**src/rtl/hazard_ctrl_pkg.sv**
```systemverilog
// Shared types for the hazard controller: forwarding mux selects and memory-wait FSM states.
package hazard_pkg;

  typedef enum logic [1:0] {
    FWD_RF = 2'b00,
    FWD_W  = 2'b01,
    FWD_M  = 2'b10
  } fwd_sel_t;

  typedef enum logic {
    RUN  = 1'b0,
    WAIT = 1'b1
  } hz_state_t;

endpackage

```
**src/rtl/hazard_ctrl_if.sv**
```systemverilog
// Pipeline-to-hazard-controller bundle: hazard inputs from the stages, stall/flush/forward controls back.
interface hazard_ctrl_if #(
  parameter int NUM_SRC = 2,
  parameter int REG_AW  = 5,
  parameter int CNT_W   = 32
);
  logic [NUM_SRC*REG_AW-1:0] rs_d;
  logic [NUM_SRC*REG_AW-1:0] rs_e;
  logic [REG_AW-1:0]         rd_e;
  logic                      mem_read_e;
  logic                      take_branch_e;
  logic [REG_AW-1:0]         rd_m;
  logic                      reg_write_m;
  logic                      mem_access_m;
  logic [REG_AW-1:0]         rd_w;
  logic                      reg_write_w;
  logic                      clear_stats;
  logic                      stall_f;
  logic                      stall_d;
  logic                      stall_e;
  logic                      stall_m;
  logic                      flush_d;
  logic                      flush_e;
  logic                      flush_w;
  logic [NUM_SRC*2-1:0]      forward_e;
  logic [CNT_W-1:0]          stall_cycles;

  modport master (
    output rs_d, rs_e, rd_e, mem_read_e, take_branch_e, rd_m, reg_write_m,
           mem_access_m, rd_w, reg_write_w, clear_stats,
    input  stall_f, stall_d, stall_e, stall_m, flush_d, flush_e, flush_w,
           forward_e, stall_cycles
  );

  modport slave (
    input  rs_d, rs_e, rd_e, mem_read_e, take_branch_e, rd_m, reg_write_m,
           mem_access_m, rd_w, reg_write_w, clear_stats,
    output stall_f, stall_d, stall_e, stall_m, flush_d, flush_e, flush_w,
           forward_e, stall_cycles
  );
endinterface

```
**src/rtl/hazard_ctrl_fwd_sel.sv**
```systemverilog
// Forwarding select for one E-stage source operand; M result has priority over W, x0 never forwards.
module fwd_sel
  import hazard_pkg::*;
#(
  parameter int REG_AW = 5
) (
  input  logic [REG_AW-1:0] rs_i,
  input  logic [REG_AW-1:0] rd_m_i,
  input  logic              reg_write_m_i,
  input  logic [REG_AW-1:0] rd_w_i,
  input  logic              reg_write_w_i,
  output fwd_sel_t          sel_o
);

  // source-vs-producer compare with M-before-W priority
  always_comb begin
    sel_o = FWD_RF;
    if (!(|rs_i)) begin
      sel_o = FWD_RF;
    end else if (reg_write_m_i && (rd_m_i == rs_i)) begin
      sel_o = FWD_M;
    end else if (reg_write_w_i && (rd_w_i == rs_i)) begin
      sel_o = FWD_W;
    end else begin
      sel_o = FWD_RF;
    end
  end

endmodule

```
**src/rtl/hazard_ctrl.sv**
```systemverilog
// Hazard controller: M/W forwarding, load-use stall, branch flush, multi-cycle memory wait
// and a saturating stall-cycle counter.
module hazard_ctrl
  import hazard_pkg::*;
#(
  parameter int NUM_SRC = 2,
  parameter int REG_AW  = 5,
  parameter int MEM_LAT = 1,
  parameter int CNT_W   = 32
) (
  input  logic          clk,
  input  logic          rst_n,
  hazard_ctrl_if.slave  hz
);

  localparam int            CW       = $clog2(MEM_LAT) + 1;
  localparam logic [CW-1:0] CNT_INIT = CW'(MEM_LAT - 2);
  localparam logic          MULTI    = (MEM_LAT > 1) ? 1'b1 : 1'b0;

  hz_state_t        state_q, state_d;
  logic [CW-1:0]    cnt_q, cnt_d;
  logic             lu_q, lu_d;
  logic [CNT_W-1:0] stall_cycles_q;
  logic             mem_stall_s;
  logic             lu_s;
  logic             stall_f_s;
  fwd_sel_t         fwd_s [NUM_SRC];

  for (genvar i = 0; i < NUM_SRC; i++) begin : g_fwd
    fwd_sel #(.REG_AW(REG_AW)) u_fwd_sel (
      .rs_i          (hz.rs_e[i*REG_AW +: REG_AW]),
      .rd_m_i        (hz.rd_m),
      .reg_write_m_i (hz.reg_write_m),
      .rd_w_i        (hz.rd_w),
      .reg_write_w_i (hz.reg_write_w),
      .sel_o         (fwd_s[i])
    );
  end

  // forwarding selects, forced to regfile while in reset
  always_comb begin
    hz.forward_e = {(NUM_SRC*2){1'b0}};
    for (int i = 0; i < NUM_SRC; i++) begin
      if (rst_n) begin
        hz.forward_e[i*2 +: 2] = fwd_s[i];
      end else begin
        hz.forward_e[i*2 +: 2] = FWD_RF;
      end
    end
  end

  // load in E whose destination feeds any D source
  always_comb begin
    lu_s = 1'b0;
    if (hz.mem_read_e && (|hz.rd_e)) begin
      for (int i = 0; i < NUM_SRC; i++) begin
        if (hz.rs_d[i*REG_AW +: REG_AW] == hz.rd_e) begin
          lu_s = 1'b1;
        end else begin
          lu_s = lu_s;
        end
      end
    end else begin
      lu_s = 1'b0;
    end
  end

  // memory-wait FSM; cnt holds the stall cycles still owed after the current one
  always_comb begin
    state_d     = state_q;
    cnt_d       = cnt_q;
    mem_stall_s = 1'b0;
    case (state_q)
      RUN: begin
        if (hz.mem_access_m && MULTI) begin
          mem_stall_s = 1'b1;
          state_d     = WAIT;
          cnt_d       = CNT_INIT;
        end else begin
          state_d = RUN;
        end
      end
      WAIT: begin
        if (cnt_q != {CW{1'b0}}) begin
          mem_stall_s = 1'b1;
          cnt_d       = cnt_q - CW'(1);
        end else begin
          state_d = RUN;
        end
      end
      default: begin
        state_d = RUN;
        cnt_d   = {CW{1'b0}};
      end
    endcase
  end

  // stall/flush priority: reset > mem wait > branch > load-use; lu_q keeps a load-use stall to one cycle
  always_comb begin
    hz.stall_f = 1'b0;
    hz.stall_d = 1'b0;
    hz.stall_e = 1'b0;
    hz.stall_m = 1'b0;
    hz.flush_d = 1'b0;
    hz.flush_e = 1'b0;
    hz.flush_w = 1'b0;
    lu_d       = 1'b0;
    if (!rst_n) begin
      hz.flush_d = 1'b1;
      hz.flush_e = 1'b1;
      hz.flush_w = 1'b1;
    end else if (mem_stall_s) begin
      hz.stall_f = 1'b1;
      hz.stall_d = 1'b1;
      hz.stall_e = 1'b1;
      hz.stall_m = 1'b1;
      hz.flush_w = 1'b1;
    end else if (hz.take_branch_e) begin
      hz.flush_d = 1'b1;
      hz.flush_e = 1'b1;
    end else if (lu_s && !lu_q) begin
      hz.stall_f = 1'b1;
      hz.stall_d = 1'b1;
      hz.flush_e = 1'b1;
      lu_d       = 1'b1;
    end else begin
      lu_d = 1'b0;
    end
  end

  assign stall_f_s       = hz.stall_f;
  assign hz.stall_cycles = stall_cycles_q;

  // FSM and load-use history registers
  always_ff @(posedge clk or negedge rst_n) begin
    if (!rst_n) begin
      state_q <= RUN;
      cnt_q   <= {CW{1'b0}};
      lu_q    <= 1'b0;
    end else begin
      state_q <= state_d;
      cnt_q   <= cnt_d;
      lu_q    <= lu_d;
    end
  end

  // saturating stall-cycle counter, clear beats increment
  always_ff @(posedge clk or negedge rst_n) begin
    if (!rst_n) begin
      stall_cycles_q <= {CNT_W{1'b0}};
    end else if (hz.clear_stats) begin
      stall_cycles_q <= {CNT_W{1'b0}};
    end else if (stall_f_s && !(&stall_cycles_q)) begin
      stall_cycles_q <= stall_cycles_q + CNT_W'(1);
    end else begin
      stall_cycles_q <= stall_cycles_q;
    end
  end

endmodule

```
**src/flat_wrapper.sv**
```systemverilog
// flat-port wrapper written by rule: the top's interface ports become plain ports
module hazard_ctrl_flat import hazard_pkg::*;
#(
  parameter int NUM_SRC = 2,
  parameter int REG_AW  = 5,
  parameter int MEM_LAT = 1,
  parameter int CNT_W   = 32
)
  (clk, rst_n, hz_rs_d, hz_rs_e, hz_rd_e, hz_mem_read_e, hz_take_branch_e, hz_rd_m, hz_reg_write_m, hz_mem_access_m, hz_rd_w, hz_reg_write_w, hz_clear_stats, hz_stall_f, hz_stall_d, hz_stall_e, hz_stall_m, hz_flush_d, hz_flush_e, hz_flush_w, hz_forward_e, hz_stall_cycles);
  hazard_ctrl_if #(.NUM_SRC(NUM_SRC), .REG_AW(REG_AW), .CNT_W(CNT_W)) hz_i ();
  input  logic clk;
  input  logic rst_n;
  input wire logic [$bits(hz_i.rs_d)-1:0] hz_rs_d;
  input wire logic [$bits(hz_i.rs_e)-1:0] hz_rs_e;
  input wire logic [$bits(hz_i.rd_e)-1:0] hz_rd_e;
  input wire logic [$bits(hz_i.mem_read_e)-1:0] hz_mem_read_e;
  input wire logic [$bits(hz_i.take_branch_e)-1:0] hz_take_branch_e;
  input wire logic [$bits(hz_i.rd_m)-1:0] hz_rd_m;
  input wire logic [$bits(hz_i.reg_write_m)-1:0] hz_reg_write_m;
  input wire logic [$bits(hz_i.mem_access_m)-1:0] hz_mem_access_m;
  input wire logic [$bits(hz_i.rd_w)-1:0] hz_rd_w;
  input wire logic [$bits(hz_i.reg_write_w)-1:0] hz_reg_write_w;
  input wire logic [$bits(hz_i.clear_stats)-1:0] hz_clear_stats;
  output wire logic [$bits(hz_i.stall_f)-1:0] hz_stall_f;
  output wire logic [$bits(hz_i.stall_d)-1:0] hz_stall_d;
  output wire logic [$bits(hz_i.stall_e)-1:0] hz_stall_e;
  output wire logic [$bits(hz_i.stall_m)-1:0] hz_stall_m;
  output wire logic [$bits(hz_i.flush_d)-1:0] hz_flush_d;
  output wire logic [$bits(hz_i.flush_e)-1:0] hz_flush_e;
  output wire logic [$bits(hz_i.flush_w)-1:0] hz_flush_w;
  output wire logic [$bits(hz_i.forward_e)-1:0] hz_forward_e;
  output wire logic [$bits(hz_i.stall_cycles)-1:0] hz_stall_cycles;
  assign hz_i.rs_d = hz_rs_d;
  assign hz_i.rs_e = hz_rs_e;
  assign hz_i.rd_e = hz_rd_e;
  assign hz_i.mem_read_e = hz_mem_read_e;
  assign hz_i.take_branch_e = hz_take_branch_e;
  assign hz_i.rd_m = hz_rd_m;
  assign hz_i.reg_write_m = hz_reg_write_m;
  assign hz_i.mem_access_m = hz_mem_access_m;
  assign hz_i.rd_w = hz_rd_w;
  assign hz_i.reg_write_w = hz_reg_write_w;
  assign hz_i.clear_stats = hz_clear_stats;
  assign hz_stall_f = hz_i.stall_f;
  assign hz_stall_d = hz_i.stall_d;
  assign hz_stall_e = hz_i.stall_e;
  assign hz_stall_m = hz_i.stall_m;
  assign hz_flush_d = hz_i.flush_d;
  assign hz_flush_e = hz_i.flush_e;
  assign hz_flush_w = hz_i.flush_w;
  assign hz_forward_e = hz_i.forward_e;
  assign hz_stall_cycles = hz_i.stall_cycles;
  hazard_ctrl #(.NUM_SRC(NUM_SRC), .REG_AW(REG_AW), .MEM_LAT(MEM_LAT), .CNT_W(CNT_W)) u_core (.clk(clk), .rst_n(rst_n), .hz(hz_i));
endmodule
```
**config.mk**
```make
export PLATFORM = sky130hd
export DESIGN_NAME = hazard_ctrl_flat
export DESIGN_NICKNAME = d
export VERILOG_FILES = /design/src/rtl/hazard_ctrl_pkg.sv /design/src/rtl/hazard_ctrl_if.sv /design/src/rtl/hazard_ctrl_fwd_sel.sv /design/src/rtl/hazard_ctrl.sv /design/src/flat_wrapper.sv
export SDC_FILE = /design/constraint.sdc
export NUM_CORES = 1
export LEC_CHECK = 0
export ABC_AREA = 1
export BUFFER_PORTS_ARGS = -buffer_cell sky130_fd_sc_hd__buf_2
export CAP_MARGIN = 20
export CORE_ASPECT_RATIO = 1.25
export CORE_UTILIZATION = 40
export DETAILED_ROUTE_END_ITERATION = 6
export MAX_ROUTING_LAYER = met4
export PLACE_DENSITY_LB_ADDON = 0.12
export SYNTH_ARGS = -nofsm -noshare
export SYNTH_HDL_FRONTEND = slang
export SYNTH_SLANG_ARGS = --single-unit
```
**constraint.sdc**
```tcl
create_clock -name clk -period 3.1 [get_ports clk]
set_clock_uncertainty 0.1 [all_clocks]
set_input_delay 0.155 -clock clk [delete_from_list [all_inputs] [get_ports clk]]
set_output_delay 0.155 -clock clk [all_outputs]
set_load 0.05 [all_outputs]
```
# Word level (Yosys, flattened, before mapping)
# Cells that the tools add are included.
# W data, S select, Z words.
# word_totals
ff_bits,35
latch_bits,0
ramBits,0
romBits,0
word_cells,59
n_memories,0
# op_classes
n_addsub,2
multipliers,0
div,0
order_cmp,0
n_eq_ne,6
n_shift,0
n_mux,32
n_bitwise,1
n_reduce_logical,14
# op_table
op,count
$mux W32,2
$add A32 B1 Y32 const B,1
$reduce_and A32 Y1,1
$eq A5 B5 Y1,6
$mux W1,23
$reduce_or A5 Y1,3
$mux W2,6
$logic_and A1 B1 Y1,7
$logic_not A1 Y1,2
$pmux W1 S2,1
$reduce_bool A2 Y1,1
$not A1 Y1,1
$sub A1 B1 Y1 const B,1

# Logic depth before layout (Yosys ltp)
# logic_depth
depth_word,12
ltp_mapped,11

# By module
# A second synthesis with hierarchy kept.
# hier_totals
hier_cells,540
area_unflattened_um2,3119.2
# modules_own_cells
mod,n_inst,cells_per_inst,area_each_um2,seq_area_each_um2
hazard_ctrl,1,424,2601.2,825.8
fwd_sel,2,58,259.0,0.0

# Least setup slack after synthesis
# No wires, ideal clock.
# synth_timing
path_kind,input -> output
startpoint,in rst_n
endpoint,out hz_stall_f
arrival_ns,2.066
t_required_ns,2.845
path_slack_ns,0.779
stages,5
cell_sequence,inv_1 -> nor2_1 -> inv_1 -> nor2_1 -> buf_4
# synth_via
elab_chain_len,1
# synth_rtl
element,line_no,text
"start, declared",flat_wrapper.sv:12,input logic rst_n;
$mux W1,n/a,
"end, declared",flat_wrapper.sv:24,output wire logic [$bits(hz_i.stall_f)-1:0] hz_stall_f;
# No other way between the ends.

# Worst setup path after layout
# layout_timing
startpoint,in rst_n
endpoint,out hz_forward_e[0]
# layout_via
elab_chain_len,1
# layout_rtl
element,line_no,text
$mux W2,hazard_ctrl.sv:44,if (rst_n) begin
"end, declared",flat_wrapper.sv:31,output wire logic [$bits(hz_i.forward_e)-1:0] hz_forward_e;
# No other way between the ends.

==> flow_summary_export.csv <==
group,metric,value,unit
detailed_routing,num_vias,3179,
place,dp.cells,648,
die,die_w,78.3,µm
final_layout,fin_nets,610,
grt,grt-ovfl-total,0,
critical_path,crit_family,"buffers and inverters",
grt,grt_pass1_wl,13900,µm
final_layout,fill_cells,795,
grt,grt_max_degree,34,
critical_path,cp_max_fo,20,
clock_tree,clock_latency,0.28,ns
logic_synthesis,synthFlopType,"dfrtp_1",
logic_synthesis,synthDistinctLibCells,28,
detailed_routing,wl_per_cell,12.8,µm
critical_path,crit_type,"input pin to primary output",
power_and_ir_drop,combPwrFrac,19.4,%
critical_path,reg2reg_from,"u_core.hz.stall_cycles[0]$_DFFE_PN0P_",
worst_hold_path,hold_class,"input pin to flop",
power_and_ir_drop,vdd_ir_drop_max,0.188,mV
final_layout,fin_util,49.0,%
final_layout,fin_area,3440,µm²
power_and_ir_drop,seq_power_share,46.9,%
critical_path,endpoint_kind,"primary output",
critical_path,path_buf_inv,4,
detailed_routing,ant_nets,0,
power_and_ir_drop,p_leak,1.80,nW
sta,timing.final.crit_share,84.3,%
place,port_buffers,82,
power_and_ir_drop,p_sw_share,31.5,%
logic_synthesis,synthTopCellsByArea,"dfrtp_1 28%, nand2_1 23%, nor2_1 13%, nand3_1 8.4%, inv_1 5.5%",
power_and_ir_drop,clock_power_share,33.8,%
detailed_routing,firstDrtPassIters,4,
grt,grtUsageTotal,23.4,%
job,maxCapViolations,0,
power_and_ir_drop,power_density,275,nW/µm²
clock_tree,cts-root-buf,"clkbuf_8",
logic_synthesis,synth_commonest_cells,"181 x nand2_1, 97 x nor2_1, 49 x nand3_1",
sta,grt_setup_unrepaired,"no",
sta,finalCriticalPeriod,2.61,ns
logic_synthesis,syn-cell-area,2910,µm²
logic_synthesis,ys_seq_area_share,28.4,%
critical_path,crit_top_cell,"buf_2",
power_and_ir_drop,switchingPower,299,µW
logic_synthesis,synthCells,489,
die,io_pins,86,
worst_hold_path,worstHoldStart,"hz_take_branch_e",
clock_tree,cts_max_path_buffers,2,
clock_tree,cts_tree,"built",
critical_path,cp.arrival,2.36,ns
grt,grt_pass1_vias,3019,
sta,worst_slew_pin_slew,0.576,ns
clock_tree,numCtsBuffers,5,
place,place.gp.congestion,1.01,
final_layout,layout-drive-gt1-share,18.3,%
power_and_ir_drop,power,948,µW
logic_synthesis,ys_warn_count,0,
critical_path,required,2.84,ns
sta,hold_viol,0,
sta,slew_headroom,61.6,%
critical_path,cp-startpoint,"rst_n",
logic_synthesis,synth_most_common_cell,"nand2_1",
detailed_routing,drc,0,
critical_path,crit_path_start_kind,"input pin",
logic_synthesis,synth_seq_cells,33,
detailed_routing,wl,8430,µm
place,hpwlAfterDp,6540,µm
die,coreArea,7020,µm²
detailed_routing,drt_iter0_drc,86,
place,place_ws,0.579,ns
sta,setup_ws,0.486,ns
clock_tree,cts_setup_buffers,0,
clock_tree,htreeDepth,2,
place,post_dp_cell_area,3350,µm²
final_layout,syn_to_final_growth,18.2,%
logic_synthesis,synth_top_area_share,28.4,%
die,start_util,41.5,%
sta,fmax,383,MHz
logic_synthesis,synth-edff-count,0,
die,die_y,97.4,µm
clock_tree,clk_pin_slew,0.07,ns
logic_synthesis,syn_area_per_cell,5.95,µm²
logic_synthesis,async_reset_ff_share,100,%
grt,antenna_found_initial,0,
die,rows,34,
sta,hold-worst-slack,0.128,ns
sta,finalSetupViolations,0,
sta,finalSetupTns,0,ns
critical_path,crit_path_max_incr_delay,0.52,ns
status,status,"completed",
die,die_area,7630,µm²
detailed_routing,routed_via_density,4.84,
sta,slew_violations,0,
power_and_ir_drop,p_int,649,µW
clock_tree,numClockSinks,33,
critical_path,crit_path_top_delay_cell,"dlygate4sd3_1",
logic_synthesis,synth_area_leader_cell,"dfrtp_1",
final_layout,diodes,0,
final_layout,stdcell_count,657,
critical_path,cp_cell_sequence,"dlygate4sd3_1 > buf_2 > buf_4 > nand2_1 > o21bai_1 > a211oi_1 > nand3_1 > nor2_1 > buf_2",
-- layout by cell type (no fill, tap or decap), types with 5 or more instances in the layout --
cell and count:
nand3_1 49, nor2_1 97, xnor2_1 11, inv_1 43, inv_2 5, nor3_1 7
nand2_1 181, buf_2 82, clkbuf_8 5, xor2_1 17, dfrtp_1 33, o22ai_1 6
-- kinds of logic after synthesis --
| group | Yosys count | share of synthesized area (%) |
|---|---|---|
| AOI/OAI and AO/OA | 14 | 3.18 |
| DFF | 33 | 28.4 |
| buffers and inverters | 64 | 9.80 |
| and+or+nand+nor | 348 | 49.7 |
| other | 1 | 0.129 |
| xor gates and xnor gates | 28 | 8.42 |
| adders and majority gates | 1 | 0.430 |
-- layout make-up --
class / count / area [µm²] / share of cell area, %
multi-input cells: 393 / 1800 / 52.4
repair buffers: 85 / 435 / 12.7
clock buffers: 6 / 72.6 / 2.11
inverters: 48 / 180 / 5.24
flip-flops and latches: 33 / 826 / 24.0
well taps: 90 / 113 / 3.27
clock inverters: 2 / 10.0 / 0.291
-- layer usage --
metal / global-route usage, % / wire [µm]
met3: 3.10 / 335
met2: 41.6 / 4180
met1: 26.7 / 3710
met4: 8.12 / 201
met5: - / 0
-- final timing paths --
kind                                                          end  slack [ns]  cells past startpoint
hold reg to reg            u_core.hz.stall_cycles[11]$_DFFE_PN0P_        0.48                      2
setup reg to reg           u_core.hz.stall_cycles[20]$_DFFE_PN0P_        0.61                     10
hold / removal                              u_core.lu_q$_DFF_PN0_        0.13                      4
min in group asynchronous  u_core.hz.stall_cycles[12]$_DFFE_PN0P_        0.25                      2
max in group asynchronous   u_core.hz.stall_cycles[0]$_DFFE_PN0P_        2.05                      3
setup / recovery                                  hz_forward_e[0]        0.49                      9
-- power groups by stage --
stage          sequential, mW  clock, mW  combinational, mW
2_1_floorplan           0.468          0              0.101
3_3_place_gp            0.452          0              0.180
3_5_place_dp            0.453          0              0.183
4_1_cts                 0.444      0.334              0.185
5_1_grt                 0.445      0.356              0.203
6_report                0.444      0.320              0.184
-- flip-flops by register name (all words and copies together) (netlist names) --
signal                  count
u_core.lu_q                 1
u_core.hz.stall_cycles     32
-- worst min-delay path: cells and delay by family --
| family | cells | cell delay, ns |
|---|---|---|
| buffers and inverters | 2 | 0.16 |
| AND/OR/NAND/NOR | 2 | 0.14 |
-- what timing repair did --
| action | in CTS | in global routing |
|---|---|---|
| gates resized for setup | 0 | 0 |
| setup endpoints to repair | 0 | 0 |
| hold buffers | 1 | 0 |
| endpoints found under the hold margin | 18 | 0 |
Power figures use the tool's default switching activity.
